<file path="config.mk">
export PLATFORM = sky130hd
export DESIGN_NAME = fc_stream_feeder
export DESIGN_NICKNAME = d
export VERILOG_FILES = /design/src/rtl/fc_pkg.sv /design/src/rtl/fc_read_pipe.sv /design/src/rtl/fc_stream_feeder.sv
export SDC_FILE = /design/constraint.sdc
export NUM_CORES = 1
export LEC_CHECK = 0
export ABC_CLOCK_PERIOD_IN_PS = 5600
export BUFFER_PORTS_ARGS = -buffer_cell sky130_fd_sc_hd__buf_2
export CORE_ASPECT_RATIO = 0.8
export CORE_MARGIN = 2
export CORE_UTILIZATION = 50
export CTS_BUF_LIST = sky130_fd_sc_hd__clkbuf_16
export CTS_CLUSTER_DIAMETER = 200
export CTS_CLUSTER_SIZE = 14
export DETAILED_ROUTE_END_ITERATION = 10
export GPL_TIMING_DRIVEN = 0
export PLACE_DENSITY = 0.72
export SKIP_CTS_REPAIR_TIMING = 1
export SLEW_MARGIN = 20
export SYNTH_ARGS = -nofsm -noshare
export SYNTH_HDL_FRONTEND = slang
export SYNTH_HIERARCHICAL = 1
export SYNTH_SLANG_ARGS = --single-unit
</file>
<file path="constraint.sdc">
create_clock -name clk -period 5.6 [get_ports clk]
set_input_delay 0.56 -clock clk [delete_from_list [all_inputs] [get_ports clk]]
set_output_delay 0.56 -clock clk [all_outputs]
set_load 0.05 [all_outputs]
</file>
<file path="src/rtl/fc_pkg.sv">
// Shared FC-layer definitions: data/length widths, Q5.10 format constant,
// streaming phase encoding and the feeder's sequencing states.
package fc_pkg;

  localparam int FC_DW        = 16;
  localparam int FC_CW        = 12;
  localparam int FC_FRAC_BITS = 10;

  typedef enum logic [1:0] {
    PH_INPUT  = 2'd0,
    PH_WEIGHT = 2'd1,
    PH_BIAS   = 2'd2
  } fc_phase_e;

  typedef enum logic [2:0] {
    ST_IDLE   = 3'd0,
    ST_INPUT  = 3'd1,
    ST_GAP0   = 3'd2,
    ST_WEIGHT = 3'd3,
    ST_GAP1   = 3'd4,
    ST_BIAS   = 3'd5,
    ST_GAP2   = 3'd6,
    ST_DONE   = 3'd7
  } feed_state_e;

  // Phase whose base address a state reads from; non-reading states map to INPUT.
  function automatic fc_phase_e phase_of(feed_state_e s);
    fc_phase_e ph;
    case (s)
      ST_WEIGHT: ph = PH_WEIGHT;
      ST_BIAS:   ph = PH_BIAS;
      default:   ph = PH_INPUT;
    endcase
    return ph;
  endfunction

endpackage

</file>
<file path="src/rtl/fc_read_pipe.sv">
// Read-tracking and output alignment: follows each issued read (or zero
// substitute) through the 1-cycle SRAM latency and registers it onto dout.
module fc_read_pipe #(
  parameter int DATA_W = 16
) (
  input  logic              clk,
  input  logic              rst,
  input  logic              issue,
  input  logic              issue_zero,
  input  logic [DATA_W-1:0] mem_rdata,
  output logic              dout_valid,
  output logic [DATA_W-1:0] dout_data
);

  logic              vld_p0;
  logic              zero_p0;
  logic              vld_p1;
  logic [DATA_W-1:0] data_p1;

  // Stage p0: remember that a beat is due when the SRAM answers next cycle.
  always_ff @(posedge clk) begin
    if (rst) begin
      vld_p0  <= 1'b0;
      zero_p0 <= 1'b0;
    end else begin
      vld_p0  <= issue;
      zero_p0 <= issue_zero;
    end
  end

  // Stage p1: capture read data (or zero) as the beat; data holds between beats.
  always_ff @(posedge clk) begin
    if (rst) begin
      vld_p1  <= 1'b0;
      data_p1 <= '0;
    end else begin
      vld_p1 <= vld_p0;
      if (vld_p0) begin
        data_p1 <= zero_p0 ? '0 : mem_rdata;
      end
    end
  end

  assign dout_valid = vld_p1;
  assign dout_data  = data_p1;

endmodule

</file>
<file path="src/rtl/fc_stream_feeder.sv">
// Streams one FC layer (inputs, weights, biases) from SRAM into the FC core,
// with one idle cycle between phases. The FSM runs two cycles ahead of the
// beats because of the SRAM latency plus the output register.
module fc_stream_feeder
  import fc_pkg::*;
#(
  parameter int AW = 16,
  parameter int DW = FC_DW,
  parameter int CW = FC_CW
) (
  input  logic          clk,
  input  logic          rst,
  input  logic          start,
  input  logic [CW-1:0] cin,
  input  logic [CW-1:0] cout,
  input  logic          has_bias,
  input  logic [AW-1:0] in_base,
  input  logic [AW-1:0] w_base,
  input  logic [AW-1:0] b_base,
  output logic [AW-1:0] mem_addr,
  output logic          mem_ren,
  input  logic [DW-1:0] mem_rdata,
  output logic          dout_valid,
  output logic [DW-1:0] dout_data,
  output logic          busy,
  output logic          done
);

  localparam int WW = 2 * CW;

  feed_state_e   state, state_next;

  logic [CW-1:0] cin_q;
  logic [CW-1:0] cout_q;
  logic [WW-1:0] nw_q;
  logic          has_bias_q;
  logic [AW-1:0] in_base_q;
  logic [AW-1:0] w_base_q;
  logic [AW-1:0] b_base_q;

  logic [WW-1:0] idx;
  logic [WW-1:0] last_idx;
  logic          idx_last;
  logic          accept;
  logic          issue;
  logic          zero_sub;
  logic          rd_en;
  logic [AW-1:0] base;

  // A start is taken only when fully idle, including the done cycle.
  assign accept   = (state == ST_IDLE) && start && !busy;
  assign issue    = (state == ST_INPUT) || (state == ST_WEIGHT) || (state == ST_BIAS);
  assign zero_sub = (state == ST_BIAS) && !has_bias_q;
  assign rd_en    = issue && !zero_sub;
  assign idx_last = (idx == last_idx);

  // Final index of the phase currently being read.
  always_comb begin
    last_idx = '0;
    case (state)
      ST_INPUT:  last_idx = WW'(cin_q) - WW'(1);
      ST_WEIGHT: last_idx = nw_q - WW'(1);
      ST_BIAS:   last_idx = WW'(cout_q) - WW'(1);
      default:   last_idx = '0;
    endcase
  end

  // Base address of the current phase; address arithmetic wraps at 2^AW.
  always_comb begin
    base = in_base_q;
    case (phase_of(state))
      PH_WEIGHT: base = w_base_q;
      PH_BIAS:   base = b_base_q;
      default:   base = in_base_q;
    endcase
  end

  assign mem_ren  = rd_en;
  assign mem_addr = rd_en ? (base + AW'(idx)) : '0;

  // Next-state sequencing: phases separated by single gap states.
  always_comb begin
    state_next = state;
    case (state)
      ST_IDLE: begin
        if (accept) begin
          if ((cin == '0) || (cout == '0)) state_next = ST_DONE;
          else                             state_next = ST_INPUT;
        end
      end
      ST_INPUT:  if (idx_last) state_next = ST_GAP0;
      ST_GAP0:   state_next = ST_WEIGHT;
      ST_WEIGHT: if (idx_last) state_next = ST_GAP1;
      ST_GAP1:   state_next = ST_BIAS;
      ST_BIAS:   if (idx_last) state_next = ST_GAP2;
      ST_GAP2:   state_next = ST_DONE;
      ST_DONE:   state_next = ST_IDLE;
      default:   state_next = ST_IDLE;
    endcase
  end

  // State register.
  always_ff @(posedge clk) begin
    if (rst) state <= ST_IDLE;
    else     state <= state_next;
  end

  // Per-phase read index: counts reads, clears at the end of each phase.
  always_ff @(posedge clk) begin
    if (rst) begin
      idx <= '0;
    end else if (issue && !idx_last) begin
      idx <= idx + WW'(1);
    end else begin
      idx <= '0;
    end
  end

  // Descriptor capture on an accepted start.
  always_ff @(posedge clk) begin
    if (accept) begin
      cin_q      <= cin;
      cout_q     <= cout;
      nw_q       <= WW'(cin) * WW'(cout);
      has_bias_q <= has_bias;
      in_base_q  <= in_base;
      w_base_q   <= w_base;
      b_base_q   <= b_base;
    end
  end

  // Status: busy spans the layer through the done cycle; done trails DONE state
  // by one cycle so it lands right after the last bias beat.
  always_ff @(posedge clk) begin
    if (rst) begin
      busy <= 1'b0;
      done <= 1'b0;
    end else begin
      busy <= (state_next != ST_IDLE) || (state == ST_DONE);
      done <= (state == ST_DONE);
    end
  end

  fc_read_pipe #(
    .DATA_W(DW)
  ) u_read_pipe (
    .clk        (clk),
    .rst        (rst),
    .issue      (issue),
    .issue_zero (zero_sub),
    .mem_rdata  (mem_rdata),
    .dout_valid (dout_valid),
    .dout_data  (dout_data)
  );

endmodule
</file>
After elaboration in Yosys (flattened, before gate mapping)
Cells that the tools add are included.
- bits in registers: 145
- logic and storage cells: 61
- $add $sub $neg: 5
- multiply operators: 1
- eq/ne operators: 10
- mux-type cells: 11
- bitwise gates (word level): 1
- reduce and logical (&&, ||, !) cells: 18
- operators by type and width (operator ; count):
    24-bit case mux with 3 select lines ; 1
    16-bit two-way mux ; 2
    16-bit case mux with 2 select lines ; 1
    12-bit by 1-bit subtractor with 13-bit output, second input constant ; 2
    24-bit by 1-bit adder with 24-bit output, second input constant ; 1
    24-bit == test ; 1
    12-bit logical NOT ; 2
    12-bit by 12-bit multiplier with 24-bit output ; 1
    3-bit case mux with 8 select lines ; 1
    24-bit by 1-bit subtractor with 24-bit output, second input constant ; 1
    16-bit adder ; 1
    3-bit two-way mux ; 5
    3-bit == test, second input constant ; 4
    3-bit by 2-bit == test with 1-bit output, second input constant ; 2
    1-bit logical AND ; 5
    1-bit logical NOT ; 4
    1-bit logical OR ; 4
    2-bit case mux with 2 select lines ; 1
    3-bit by 1-bit == test with 1-bit output, second input constant ; 1
    3-bit logical NOT ; 1
    3-bit nonzero test ; 1
    2-bit by 1-bit == test with 1-bit output, second input constant ; 1
    2-bit == test, second input constant ; 1
    2-bit OR reduction ; 1
    1-bit NOT ; 1

Logic depth before layout (Yosys ltp)
- word-level depth: 7
- mapped depth: 22
- mapped depth without buffers: 21

By module
The synthesis kept the hierarchy.
- modules (own cells, without submodules) (module ; times used ; cells each ; area an instance (um^2)):
    fc_stream_feeder ; 1 ; 1201 ; 11458.5
    fc_read_pipe ; 1 ; 76 ; 742.0

Least setup slack after synthesis
OpenSTA, ideal clock, no wires.
- path kind: input -> register
- start: input cin[7]
- end: register nw_q[21] (data pin)
- library setup time: 0.260 ns
- data arrival time: 5.561 ns
- required time: 5.340 ns
- setup slack: -0.220 ns
- cell stages on the path: 20
- buffers on the path: 1
- cells stage by stage: clkbuf_1 -> and2_1 -> fa_1 -> inv_1 -> fa_1 -> inv_1 -> fa_1 -> fa_1 -> inv_1 -> fa_1 -> inv_1 -> ha_1 -> or2_2 -> a21oi_1 -> a31oi_1 -> a21o_1 -> a2111oi_0 -> o21bai_1 -> a21o_1 -> xor2_1
- word-level cells in the longest chain between the ends: 1
- ends and longest elaborated chain (item ; RTL line ; RTL):
    start: declaration ; fc_stream_feeder.sv:14 ; input logic [CW-1:0] cin,
    12-bit by 12-bit multiplier with 24-bit output ; fc_stream_feeder.sv:124 ; nw_q <= WW'(cin) * WW'(cout);
    end signal: assignment ; fc_stream_feeder.sv:124 ;
    end: declaration ; fc_stream_feeder.sv:35 ; logic [WW-1:0] nw_q;
No other way between the ends.
A chain may end at the register's enable or synchronous reset.

Worst setup path in the final report
- start: input cin[1]
- end: register nw_q[21] (data pin)
Same word-level chain as after synthesis.

==> results.tsv <==
metric	value	unit
dpl hpwl	23630	um
grt peak-use layer	met2	
min-delay worst type	in2reg	
fin. max-slew vios	0	
initial antenna violation count	0	
Ys Warns	6	
simple-gate share of the synthesized area	0.2036	
Post-Place Setup Slack	-0.9325	ns
WHS Path Cells	1	
syn_nets	1551	
Port-buffer cells	127	
ys flop type	edfxtp_1	
wire length of the first global-routing pass	48240	um
r2r worst-path depth	13	
Post-Syn Area	12200	sq um
crit path kind	in2reg	
CTS tree	yes	
critical path capture point type	flop	
number of synthesized flops with an enable pin	97	
Mapped Cells	1277	
flop2flop setup slack	1.47	ns
clk sinks	145	
fin crit share	0.9659	
DRC	0	
met1 usage	0.3438	
Post-synth top cells	inv_1, nand2_1, fa_1	
Total GRT Usage	0.2451	
worst-margin pin slew	0.8779	ns
P_leak	6.075	nW
Power Dens Cells	455.1	nW/um^2
syn_area_per_cell	9.554	sq um
Reg clk slew, reported paths	0.06	ns
share of the synthesized area in the top cell type	0.2387	
largest family of logic cells by synthesized area	adder cells	
final setup violation count	0	
Setup WS post-layout	0.1912	ns
Slew HR	0.4065	
largest area contributor in the netlist	edfxtp_1	
Netlist cell types	76	
cell with the most instances after synthesis	inv_1	
setup TNS	0	ns
status	finished clean	
Seq/Total Area, Yosys	0.3175	
crit start category	input pin	
die height	143.7	um
worst-skew pair later-pin latency	0.42	ns
crit-path max cell delay	0.55	ns
vias in the first global route	9360	
GR Overflow Total	0	
crit-path most repeated cell	fa_1	
Pre-antenna DRT Iters	5	
Starting DRT DRC Count	674	
CTS H-Tree Depth	4	
Nets	1690	
Final ANT Viol Nets	0	
Critical Path RT	5.76	ns
HP Start	w_base[2]	
area delta synth->final	15.73	%
Final min period	5.409	ns
die area	25670	sq um
grt met2 use	0.3824	
WHS Endpoint	w_base_q[2]	
Worst setup startpoint	cin[1]	
Synth async-reset ratio	0	
Cell Chain, Critical Path	buf_2, clkbuf_4, nand2_1, fa_1, inv_1, ha_1, fa_1, inv_1, fa_1, fa_1, inv_1, ha_1, nand2_1, o21ai_2, o31ai_4, a31oi_4, a21o_1, a2111oi_4, o21bai_1, a21o_1, xor2_1	
WHS	0.3089	ns
proportion of synthesized area in mux cells	0.007692	
largest net degree at the start of global routing	59	
GRT met3 Usage	0.05185	
Max Freq	184.9	MHz
critical path peak fanout	10	
placed cell areas	13270	sq um
layout cell share with drive strength beyond 1	0.1624	
clock tree root driver cell	clkbuf_16	
Synth Area in Compound Gates	0.09650	
# IOs	128	
Num CTS Buffers	17	
# rows	51	
die width	178.6	um
vias	9790	
synth top area cells	edfxtp_1, fa_1, ha_1, dfxtp_1, inv_1	
max_cap viols	0	
Post-Synth Adder-Cell Area	0.2488	
detailed-route wire length per cell	17.32	um
core area	24180	sq um
R2R Path Start	nw_q[0]	
final WL	30260	um
Hold Fails Final Rpt	0	
reg2reg end	idx[0]	
#FFs+latches synth	145	
RD Place Congestion	0.9496	
final instance area	14120	sq um
vias per cell	5.604	
Starting Density	0.5045	
CTS Buffer Depth	2	
xor/xnor cell area share of the yosys netlist	0.06030	
clk_skew	0.008303	ns
Max IR drop VDD	0.3023	mV
total power	6.427	mW
slowest CP cell	fa_1	
Ant. Diodes	0	
arrival time worst endpoint	5.57	ns
-- worst max path at each step --
stage                              end  slack (ns)  cells past startpoint
final                         nw_q[21]        0.19                     21
after global routing          nw_q[22]       -0.07                     23
after CTS                 mem_addr[14]       -0.62                     19
after detailed placement      nw_q[21]       -0.93                     19
after global placement        nw_q[21]       -0.93                     19
after floorplan               nw_q[21]        0.02                     20
-- metal layers --
| metal | vias to the layer above | part of all wire |
|---|---|---|
| met5 | - | 0 |
| met4 | 0 | 0.020 |
| met3 | 53 | 0.075 |
| met2 | 343 | 0.46 |
| met1 | 4765 | 0.45 |
| li1 | 4629 | - |
-- cell type report --
type                       instances  area, sq um
fill                            2069        10060
multi-input combinational        930         7695
sequential                       145         3874
timing repair buffer             130        688.2
inverter                         147        554.3
clock buffer                      20        500.5
tap                              318        397.9
buffer                            45        326.6
clock inverter                    12        83.83
-- registers in the layout, summed over array words and instances (netlist names), 12 cells and up --
name,cells
idx,24
w_base_q,16
u_read_pipe/dout_data,16
in_base_q,16
b_base_q,16
cin_q,12
cout_q,12
nw_q,24
-- power breakdown --
part / internal [mW] / leakage, nW / total [mW] / switching (mW)
clock: 0.683 / 0.307 / 1.13 / 0.446
sequential: 1.57 / 1.30 / 1.76 / 0.191
combinational: 1.50 / 4.47 / 3.54 / 2.04
total: 3.75 / 6.08 / 6.43 / 2.68
-- critical path, delay by kind of cell --
| family | cells | cell delay [ns] |
|---|---|---|
| xor gates and xnor gates | 1 | 0.14 |
| adders and majority gates | 6 | 2.62 |
| buffers and inverters | 5 | 0.53 |
| AOI/OAI and AO/OA | 7 | 1.54 |
| and+or+nand+nor | 2 | 0.20 |
-- cells by family (layout without fill, tap and decap cells) --
| family | Yosys count | after routing |
|---|---|---|
| AND/OR/NAND/NOR | 478 | 478 |
| buffers and inverters | 202 | 354 |
| adder cells (fa/ha/maj) | 182 | 182 |
| AO/OA/AOI/OAI | 177 | 177 |
| flip-flops | 145 | 145 |
| XOR/XNOR | 84 | 84 |
| multiplexers | 9 | 9 |
-- layout by cell type, fill, tap and decap left out, types with 6 or more instances in the layout --
master,instances
inv_1,147
nand2_1,143
buf_2,128
fa_1,101
edfxtp_1,97
ha_1,76
nor2_1,73
and2_1,63
a21oi_1,51
dfxtp_1,48
xor2_1,44
xnor2_1,40
nand3_1,34
o21ai_0,24
nor4_1,24
nand2b_1,23
nor3_1,20
clkbuf_16,20
nand3b_1,18
or3_1,17
a22oi_1,14
nor2b_1,12
clkbuf_1,11
a21o_1,11
clkbuf_2,10
and3_1,10
buf_4,8
buf_6,8
or4_1,7
nand4_1,6
mux2i_1,6
a211oi_1,6
nor3b_1,6
-- per-stage QoR --
| step | utilization | cells |
|---|---|---|
| 2_1_floorplan | - | 1277 |
| 3_3_place_gp | 0.5475 | 1722 |
| 3_5_place_dp | 0.5487 | 1723 |
| 4_1_cts | 0.5729 | 1755 |
| 5_1_grt | 0.5838 | 1747 |
| 6_report | 0.5838 | 1747 |
(Power assumes the default switching activity.)
